$ cat src/rtl/triad_encoder_pkg.sv
// Shared definitions for the distrip triad encoder: channel state encoding,
// triad length and the half-strip to triad-bit mapping.
package triad_encoder_pkg;

  localparam int unsigned TRIAD_LEN   = 3;
  localparam int unsigned HS_PER_CHAN = 4;

  typedef enum logic [2:0] {
    TX_IDLE = 3'd0,
    TX_B0   = 3'd1,
    TX_B1   = 3'd2,
    TX_B2   = 3'd3,
    TX_DEAD = 3'd4
  } tx_state_e;

  // Triad for half-strip k, MSB first in time: start bit, strip, half-strip.
  function automatic logic [TRIAD_LEN-1:0] hs_to_triad(input logic [1:0] k);
    return {1'b1, k};
  endfunction

  // Index of the lowest set bit of a nibble (0 for an empty nibble).
  function automatic logic [1:0] lowest_hs(input logic [HS_PER_CHAN-1:0] nib);
    logic [1:0] k;
    k = 2'd0;
    if (nib[0])      k = 2'd0;
    else if (nib[1]) k = 2'd1;
    else if (nib[2]) k = 2'd2;
    else if (nib[3]) k = 2'd3;
    return k;
  endfunction

  // True when more than one half-strip bit is set.
  function automatic logic multi_hot(input logic [HS_PER_CHAN-1:0] nib);
    return (nib & (nib - 4'd1)) != 4'd0;
  endfunction

endpackage

$ cat src/rtl/triad_encoder_chan.sv
// One distrip channel: serialises a latched half-strip as a 3-bit triad,
// then holds the line low for the latched dead-time.
module triad_tx_chan
  import triad_encoder_pkg::*;
#(
  parameter int unsigned DEADW = 4
) (
  input  logic                   clock,
  input  logic                   reset,
  input  logic                   accept,
  input  logic [HS_PER_CHAN-1:0] nibble,
  input  logic [DEADW-1:0]       dead_time,
  input  logic                   cnt_clr,
  output logic                   idle,
  output logic                   distrip,
  output logic                   multihit,
  output logic                   done
);

  tx_state_e              state_q, state_d;
  logic [TRIAD_LEN-1:0]   triad_q, triad_d;
  logic [DEADW-1:0]       dead_q, dead_d;
  logic [DEADW-1:0]       cnt_q, cnt_d;
  logic                   distrip_q, distrip_d;
  logic                   multihit_q, multihit_d;

  // Next-state, latched triad/dead-time, registered output bit and sticky flag.
  always_comb begin
    state_d    = state_q;
    triad_d    = triad_q;
    dead_d     = dead_q;
    cnt_d      = cnt_q;
    distrip_d  = 1'b0;
    multihit_d = multihit_q;

    case (state_q)
      TX_IDLE: begin
        if (accept && (nibble != '0)) begin
          state_d = TX_B0;
          triad_d = hs_to_triad(lowest_hs(nibble));
          dead_d  = dead_time;
        end
      end
      TX_B0: state_d = TX_B1;
      TX_B1: state_d = TX_B2;
      TX_B2: begin
        if (dead_q == '0) begin
          state_d = TX_IDLE;
        end else begin
          state_d = TX_DEAD;
          cnt_d   = dead_q - DEADW'(1);
        end
      end
      TX_DEAD: begin
        if (cnt_q == '0) state_d = TX_IDLE;
        else             cnt_d   = cnt_q - DEADW'(1);
      end
      default: state_d = TX_IDLE;
    endcase

    // Output bit is registered from the next state so it lines up with the state.
    case (state_d)
      TX_B0:   distrip_d = triad_d[TRIAD_LEN-1];
      TX_B1:   distrip_d = triad_d[TRIAD_LEN-2];
      TX_B2:   distrip_d = triad_d[TRIAD_LEN-3];
      default: distrip_d = 1'b0;
    endcase

    if (cnt_clr)
      multihit_d = 1'b0;
    else if (accept && multi_hot(nibble))
      multihit_d = 1'b1;
  end

  // Channel state registers.
  always_ff @(posedge clock or negedge reset) begin
    if (!reset) begin
      state_q    <= TX_IDLE;
      triad_q    <= '0;
      dead_q     <= '0;
      cnt_q      <= '0;
      distrip_q  <= 1'b0;
      multihit_q <= 1'b0;
    end else begin
      state_q    <= state_d;
      triad_q    <= triad_d;
      dead_q     <= dead_d;
      cnt_q      <= cnt_d;
      distrip_q  <= distrip_d;
      multihit_q <= multihit_d;
    end
  end

  assign idle     = (state_q == TX_IDLE);
  assign done     = (state_q == TX_B2);
  assign distrip  = distrip_q;
  assign multihit = multihit_q;

endmodule

$ cat src/rtl/triad_encoder.sv
// Distrip triad encoder: NCHAN parallel triad transmitters sharing one load
// strobe, plus transmitted/overrun counters.
module triad_encoder
  import triad_encoder_pkg::*;
#(
  parameter int unsigned NCHAN = 8,
  parameter int unsigned DEADW = 4
) (
  input  logic                         clock,
  input  logic                         reset,
  input  logic [HS_PER_CHAN*NCHAN-1:0] hs_req,
  input  logic                         load,
  input  logic [DEADW-1:0]             dead_time,
  output logic                         ready,
  output logic [NCHAN-1:0]             distrip,
  output logic [NCHAN-1:0]             multihit,
  output logic [15:0]                  overrun_cnt,
  output logic [15:0]                  sent_cnt,
  input  logic                         cnt_clr
);

  logic [NCHAN-1:0] idle;
  logic [NCHAN-1:0] done;
  logic             accept;
  logic [15:0]      overrun_cnt_q, overrun_cnt_d;
  logic [15:0]      sent_cnt_q, sent_cnt_d;
  logic [15:0]      n_done;

  assign ready  = &idle;
  assign accept = load & ready;

  for (genvar i = 0; i < NCHAN; i++) begin : g_chan
    triad_tx_chan #(.DEADW(DEADW)) u_chan (
      .clock     (clock),
      .reset     (reset),
      .accept    (accept),
      .nibble    (hs_req[HS_PER_CHAN*i +: HS_PER_CHAN]),
      .dead_time (dead_time),
      .cnt_clr   (cnt_clr),
      .idle      (idle[i]),
      .distrip   (distrip[i]),
      .multihit  (multihit[i]),
      .done      (done[i])
    );
  end

  // Counter updates: completions summed per cycle, dropped loads saturate.
  always_comb begin
    n_done = '0;
    for (int unsigned i = 0; i < NCHAN; i++)
      n_done = n_done + 16'(done[i]);

    sent_cnt_d    = sent_cnt_q + n_done;
    overrun_cnt_d = overrun_cnt_q;
    if (load && !ready && (overrun_cnt_q != '1))
      overrun_cnt_d = overrun_cnt_q + 16'd1;

    if (cnt_clr) begin
      sent_cnt_d    = '0;
      overrun_cnt_d = '0;
    end
  end

  // Counter registers.
  always_ff @(posedge clock or negedge reset) begin
    if (!reset) begin
      sent_cnt_q    <= '0;
      overrun_cnt_q <= '0;
    end else begin
      sent_cnt_q    <= sent_cnt_d;
      overrun_cnt_q <= overrun_cnt_d;
    end
  end

  assign sent_cnt    = sent_cnt_q;
  assign overrun_cnt = overrun_cnt_q;

endmodule

$ cat config.mk
export PLATFORM = sky130hd
export DESIGN_NAME = triad_encoder
export DESIGN_NICKNAME = d
export VERILOG_FILES = /design/src/rtl/triad_encoder_pkg.sv /design/src/rtl/triad_encoder_chan.sv /design/src/rtl/triad_encoder.sv
export SDC_FILE = /design/constraint.sdc
export NUM_CORES = 1
export LEC_CHECK = 0
export CAP_MARGIN = 0
export CORE_MARGIN = 4
export CORE_UTILIZATION = 45
export DETAILED_ROUTE_END_ITERATION = 6
export GPL_ROUTABILITY_DRIVEN = 0
export GPL_TIMING_DRIVEN = 0
export PLACE_DENSITY = 0.66
export SYNTH_ARGS = -nofsm -noshare
export SYNTH_HDL_FRONTEND = slang
export SYNTH_SLANG_ARGS = --single-unit
$ cat constraint.sdc
create_clock -name clock -period 7.3 [get_ports clock]
set_clock_uncertainty 0.15 [all_clocks]
set_input_delay 2.19 -clock clock [delete_from_list [all_inputs] [get_ports clock]]
set_output_delay 2.19 -clock clock [all_outputs]
set_load 0.05 [all_outputs]
# Word-level counts from Yosys, hierarchy flattened
# Cells that the tools add are included.
# word_totals
register_bits	160
inputBits	40
out_inout_bits	49
# classes
addsub	33
eq_ne	73
n_mux	131
bitwise	9
n_reduce_logical	93
# op_table
cell	count
2-to-1 mux 3 bit	40
one-hot mux 3 bit (5 select lines)	8
equality test 3 x 2 -> 1 bit (second input constant)	32
subtractor 4 x 1 -> 4 bit (second input constant)	24
logical NOT 4 bit	16
2-to-1 mux 2 bit	32
2-to-1 mux 4 bit	16
one-hot mux 4 bit (2 select lines)	8
nonzero test 4 bit	16
equality test 3 x 1 -> 1 bit (second input constant)	16
2-to-1 mux 16 bit	3
nonzero test 2 bit	17
AND 4 bit	8
!= test 2 bit (second input constant)	16
equality test 3 bit (second input constant)	8
logical NOT 3 bit	8
one-hot mux 1 bit (3 select lines)	8
AND reduction 3 bit	8
logical AND 1 bit	18
adder 16 x 1 -> 16 bit (second input constant)	1
adder 16 x 8 -> 16 bit	1
2-to-1 mux 1 bit	16
!= test 16 bit (second input constant)	1
AND reduction 2 bit	8
other kinds (10)	10

# Longest topological paths before layout
# depth
word_depth	10
mapped_depth	14

# Hierarchy
# From an unflattened synthesis, not the netlist that was laid out.
# unflattened
hier_cells	774
area_unflattened_um2	8365.5
# by_module_without_submodules
module	instances	cells_per_inst	area_per_inst_um2	seq_area_each_um2
triad_tx_chan (g_chan[0].u_chan ...)	6	72	807.0	375.4
triad_encoder	1	200	1918.1	800.8
triad_tx_chan (g_chan[7].u_chan)	1	73	822.0	375.4
triad_tx_chan (g_chan[6].u_chan)	1	69	783.3	375.4

# Worst setup path before layout
# Ideal clock, no wire load.
# synth_path
path_kind	register -> output
start	register g_chan[7].u_chan.state_q[1]
end	output ready
arrival_time_ns	2.069
setup_slack_ns	2.891
path_stages_with_launch	4
n_path_buf	0
cell_sequence	dfrtp_1 > or3_4 > or4_4 > nor2_1
# synth_via
elab_chain_len	2
# synth_rtl
item	line	source
start, declared	triad_encoder_chan.sv:20	tx_state_e state_q, state_d;
start signal, assigned	triad_encoder_chan.sv:85	state_q <= state_d;
logical NOT 3 bit	triad_encoder_chan.sv:94	assign idle = (state_q == TX_IDLE);
AND reduction 8 bit	triad_encoder.sv:29	assign ready = &idle;
end, declared	triad_encoder.sv:14	output logic ready,
# No other way between the ends.

# Worst setup path after layout
# layout_path
start	register g_chan[2].u_chan.state_q[1]
end	output ready
# layout_via
elab_chain_len	2
# layout_rtl
item	line
start, declared	triad_encoder_chan.sv:20
start signal, assigned	triad_encoder_chan.sv:85
logical NOT 3 bit	triad_encoder_chan.sv:94
AND reduction 8 bit	triad_encoder.sv:29
# No other way between the ends.

==> results_dict.tcl <==
set metrics [dict create \
    cp.required_ns 4.96 \
    num-nets-final 984 \
    cts_resized 0 \
    h-tree-depth 4 \
    start_util 0.4573 \
    powerDensity_nw_per_um2 313.7 \
    dieWidth_um 143.1 \
    avgRoutedWirePerCell_um 16.61 \
    start_kind "register" \
    async_flop_share 1.000 \
    rsz0062_at_grt "false" \
    worst_slack_ns 2.060 \
    drive_gt1_frac 0.1441 \
    hold_end "g_chan[1].u_chan.triad_q[1]" \
    status "finished, final reports clean" \
    core_area_um2 17960 \
    fp-row-count 49 \
    syn-num-nets 876 \
    reg2regPathDepth 13 \
    clock_latency_ns 0.42 \
    worstMarginPinSlew_ns 0.7097 \
    syn_to_final_growth_pct 22.28 \
    setup_viol 0 \
    relSlewSlack 0.5269 \
    cts.sinks 152 \
    final_hold_viol_count 0 \
    cts_hold_buf 0 \
    ys_warn_count 0 \
    synth_top_area_share 0.4631 \
    chipHeight_um 143.1 \
    avgSynthCellArea_um2 10.07 \
    ctsRootBufferMaster "clkbuf_16" \
    antenna_found_initial 0 \
    ir_worst_vdd_mv 0.2455 \
    dr.pass1.iters 4 \
    hp-class "register to register" \
    pre_cts_slack_ns 2.313 \
    setup_tns_ns 0 \
    die_area_um2 20480 \
    vias 6401 \
    yosys-top-cells-area "dfrtp_1, nor2_1, mux2_2, nand2_1, mux2i_1" \
    grt_first_pass_wirelength_mm 32.06 \
    fin_cells 1166 \
    dp.cells 1134 \
    drc 0 \
    drtAntennaViolNets 0 \
    fin_crit_sh 0.7178 \
    drt_iter0_drc 332 \
    synth_area_leader_cell "dfrtp_1" \
    regToRegEndpoint "sent_cnt[12]" \
    drv_slew 0 \
    crit_arrival_ns 2.90 \
    wl_mm 19.37 \
    p_leak_nw 4.302 \
    synth_area_um2 8214 \
    reg2reg_slack_ns 2.73 \
    port-buffer-count 88 \
    fmax_mhz 190.9 \
    diodes 0 \
    r2r-start "g_chan[2].u_chan.state_q[0]" \
    postCtsSetupBuffers 0 \
    dpl.hpwl_mm 13.65 \
    clkTransAtPathRegs_ns 0.06 \
    max_cap_violations 0 \
    fin_crit_ns 5.240 \
    grt_util_all_layers 0.1977 \
    numCtsBuffers 17 \
    vias_per_cell 5.490 \
    grt_start_max_net_pins 101 \
    io_pins 89 \
    synth_ff_type "dfrtp_1" \
    overflow 0 \
    worstSetupPathType "register to primary output" \
    cts_tree "done" \
    synth-edff-count 0 \
    worstHoldStart "g_chan[1].u_chan.triad_q[1]" \
    path_max_fanout 7 \
    clk_path_buf_depth 2 \
    cp-end-kind "primary output" \
    ys_ff_latch 152 \
    synth_cell_types 69 \
    grt_pass1_vias 6123 \
    yosysSeqAreaShare 0.4631 \
    min_path_cells 1 \
    postSynthCellCount 816 \
]
-- registers in the layout, indices dropped and copies added, names as in the netlist --
name	count
g_chan.u_chan.distrip	8
g_chan.u_chan.cnt_q	32
g_chan.u_chan.dead_q	32
sent_cnt	16
g_chan.u_chan.state_q	24
g_chan.u_chan.triad_q	16
overrun_cnt	16
g_chan.u_chan.multihit	8
-- metrics by stage --
stage	hold WS, ns	util	cell area (um2)	power [mW]
floorplan	0.3065	-	8214	1.930
global placement	0.3213	0.5223	9382	2.187
detailed placement	0.3274	0.5239	9410	2.212
CTS	0.3407	0.5592	10040	3.183
global route	0.3632	0.5592	10040	3.370
finish	0.3385	0.5592	10040	3.151
-- placed cells by master (no fill, tap or decap), types with 7 or more instances in the layout --
cell type and n:
xnor2_1 15, a31oi_1 9, o21ai_0 21, or3_1 10
o2111ai_1 10, a21oi_1 48, inv_1 17, nor4_1 14
dfrtp_1 152, nand2_1 74, a211oi_1 7, o41ai_1 11
mux2i_1 26, clkbuf_16 17, buf_4 17, ha_1 15
o21a_1 8, nor3b_1 12, xor2_1 14, nand2b_1 15
mux2_2 34, or2_2 12, nor3_1 30, o211ai_1 7
nand3_1 10, clkdlybuf4s50_1 87, clkbuf_1 13, nor2_1 103
nor2b_1 7
-- kinds of logic (layout without fill, tap and decap cells) --
kind of cell               count (synthesis)  count (layout)  synth area share
and+or+nand+nor                          334             334            0.2113
AOI/OAI and AO/OA                        160             160            0.1365
DFF                                      152             152            0.4631
muxes                                     60              60           0.07829
buffers and inverters                     56             177           0.03884
xor gates and xnor gates                  29              29           0.03092
adders and majority gates                 25              25           0.04113
-- power breakdown --
part / internal [mW] / switching (mW) / leakage [nW]
registers: 1.03 / 0.190 / 1.95
logic: 0.439 / 0.537 / 2.05
clock network: 0.603 / 0.348 / 0.301
-- worst max-delay path by stage --
stage / startpoint / to / slack (ns) / cells past startpoint
after floorplan: g_chan[7].u_chan.state_q[1] / ready / 2.89 / 3
after global placement: reset / g_chan[7].u_chan.dead_q[3] / -2.43 / 1
after detailed placement: load / g_chan[5].u_chan.dead_q[2] / 2.31 / 7
after CTS: g_chan[2].u_chan.state_q[1] / ready / 2.04 / 4
after global routing: g_chan[3].u_chan.state_q[1] / ready / 1.97 / 5
final: g_chan[2].u_chan.state_q[1] / ready / 2.06 / 4
-- cell usage after synthesis (4+ instances only) --
cell,n
or2_2,12
a211oi_1,7
o2111ai_1,10
o41ai_1,11
or3_1,10
o211ai_1,7
o21ai_0,21
or3b_2,6
ha_1,15
nor3b_1,12
nand2b_1,15
nand3_1,10
o21a_1,8
mux2i_1,26
nor3_1,30
nand4_1,5
o21ai_1,4
a31oi_1,9
o211a_1,6
nor2b_1,7
maj3_1,5
nand2_1,74
buf_4,17
mux2_2,34
a21oi_1,48
nor4bb_1,6
xnor2_1,15
clkbuf_1,12
dfrtp_1,152
and3_1,6
a21bo_1,6
inv_1,17
nor2_1,103
fa_1,5
a21oi_2,6
nor4_1,14
xor2_1,14
-- critical path: stages (launching register included) --
cell and delay (ns):
dfrtp_1 0.45, or3_1 0.49, or4_4 0.55, nor2_1 0.15, clkdlybuf4s50_1 0.83
-- metal layers --
| layer | part of all wire | vias to the layer above | global-route usage |
|---|---|---|---|
| met5 | 0 | - | 0 |
| met4 | 0.011 | 0 | 0.04652 |
| met3 | 0.036 | 14 | 0.03818 |
| met2 | 0.49 | 113 | 0.3215 |
| met1 | 0.47 | 3133 | 0.2751 |
| li1 | - | 3141 | - |
-- layout make-up --
cell class,count,area [um2]
Buffer,39,255.2
Tap cell,229,286.5
Fill cell,1597,7919
Multi-Input combinational cell,608,4091
Sequential cell,152,3804
Timing Repair Buffer,89,909.6
Inverter,17,63.81
Clock inverter,14,205.2
Clock buffer,18,429.2
Power figures use the tool's default switching activity.
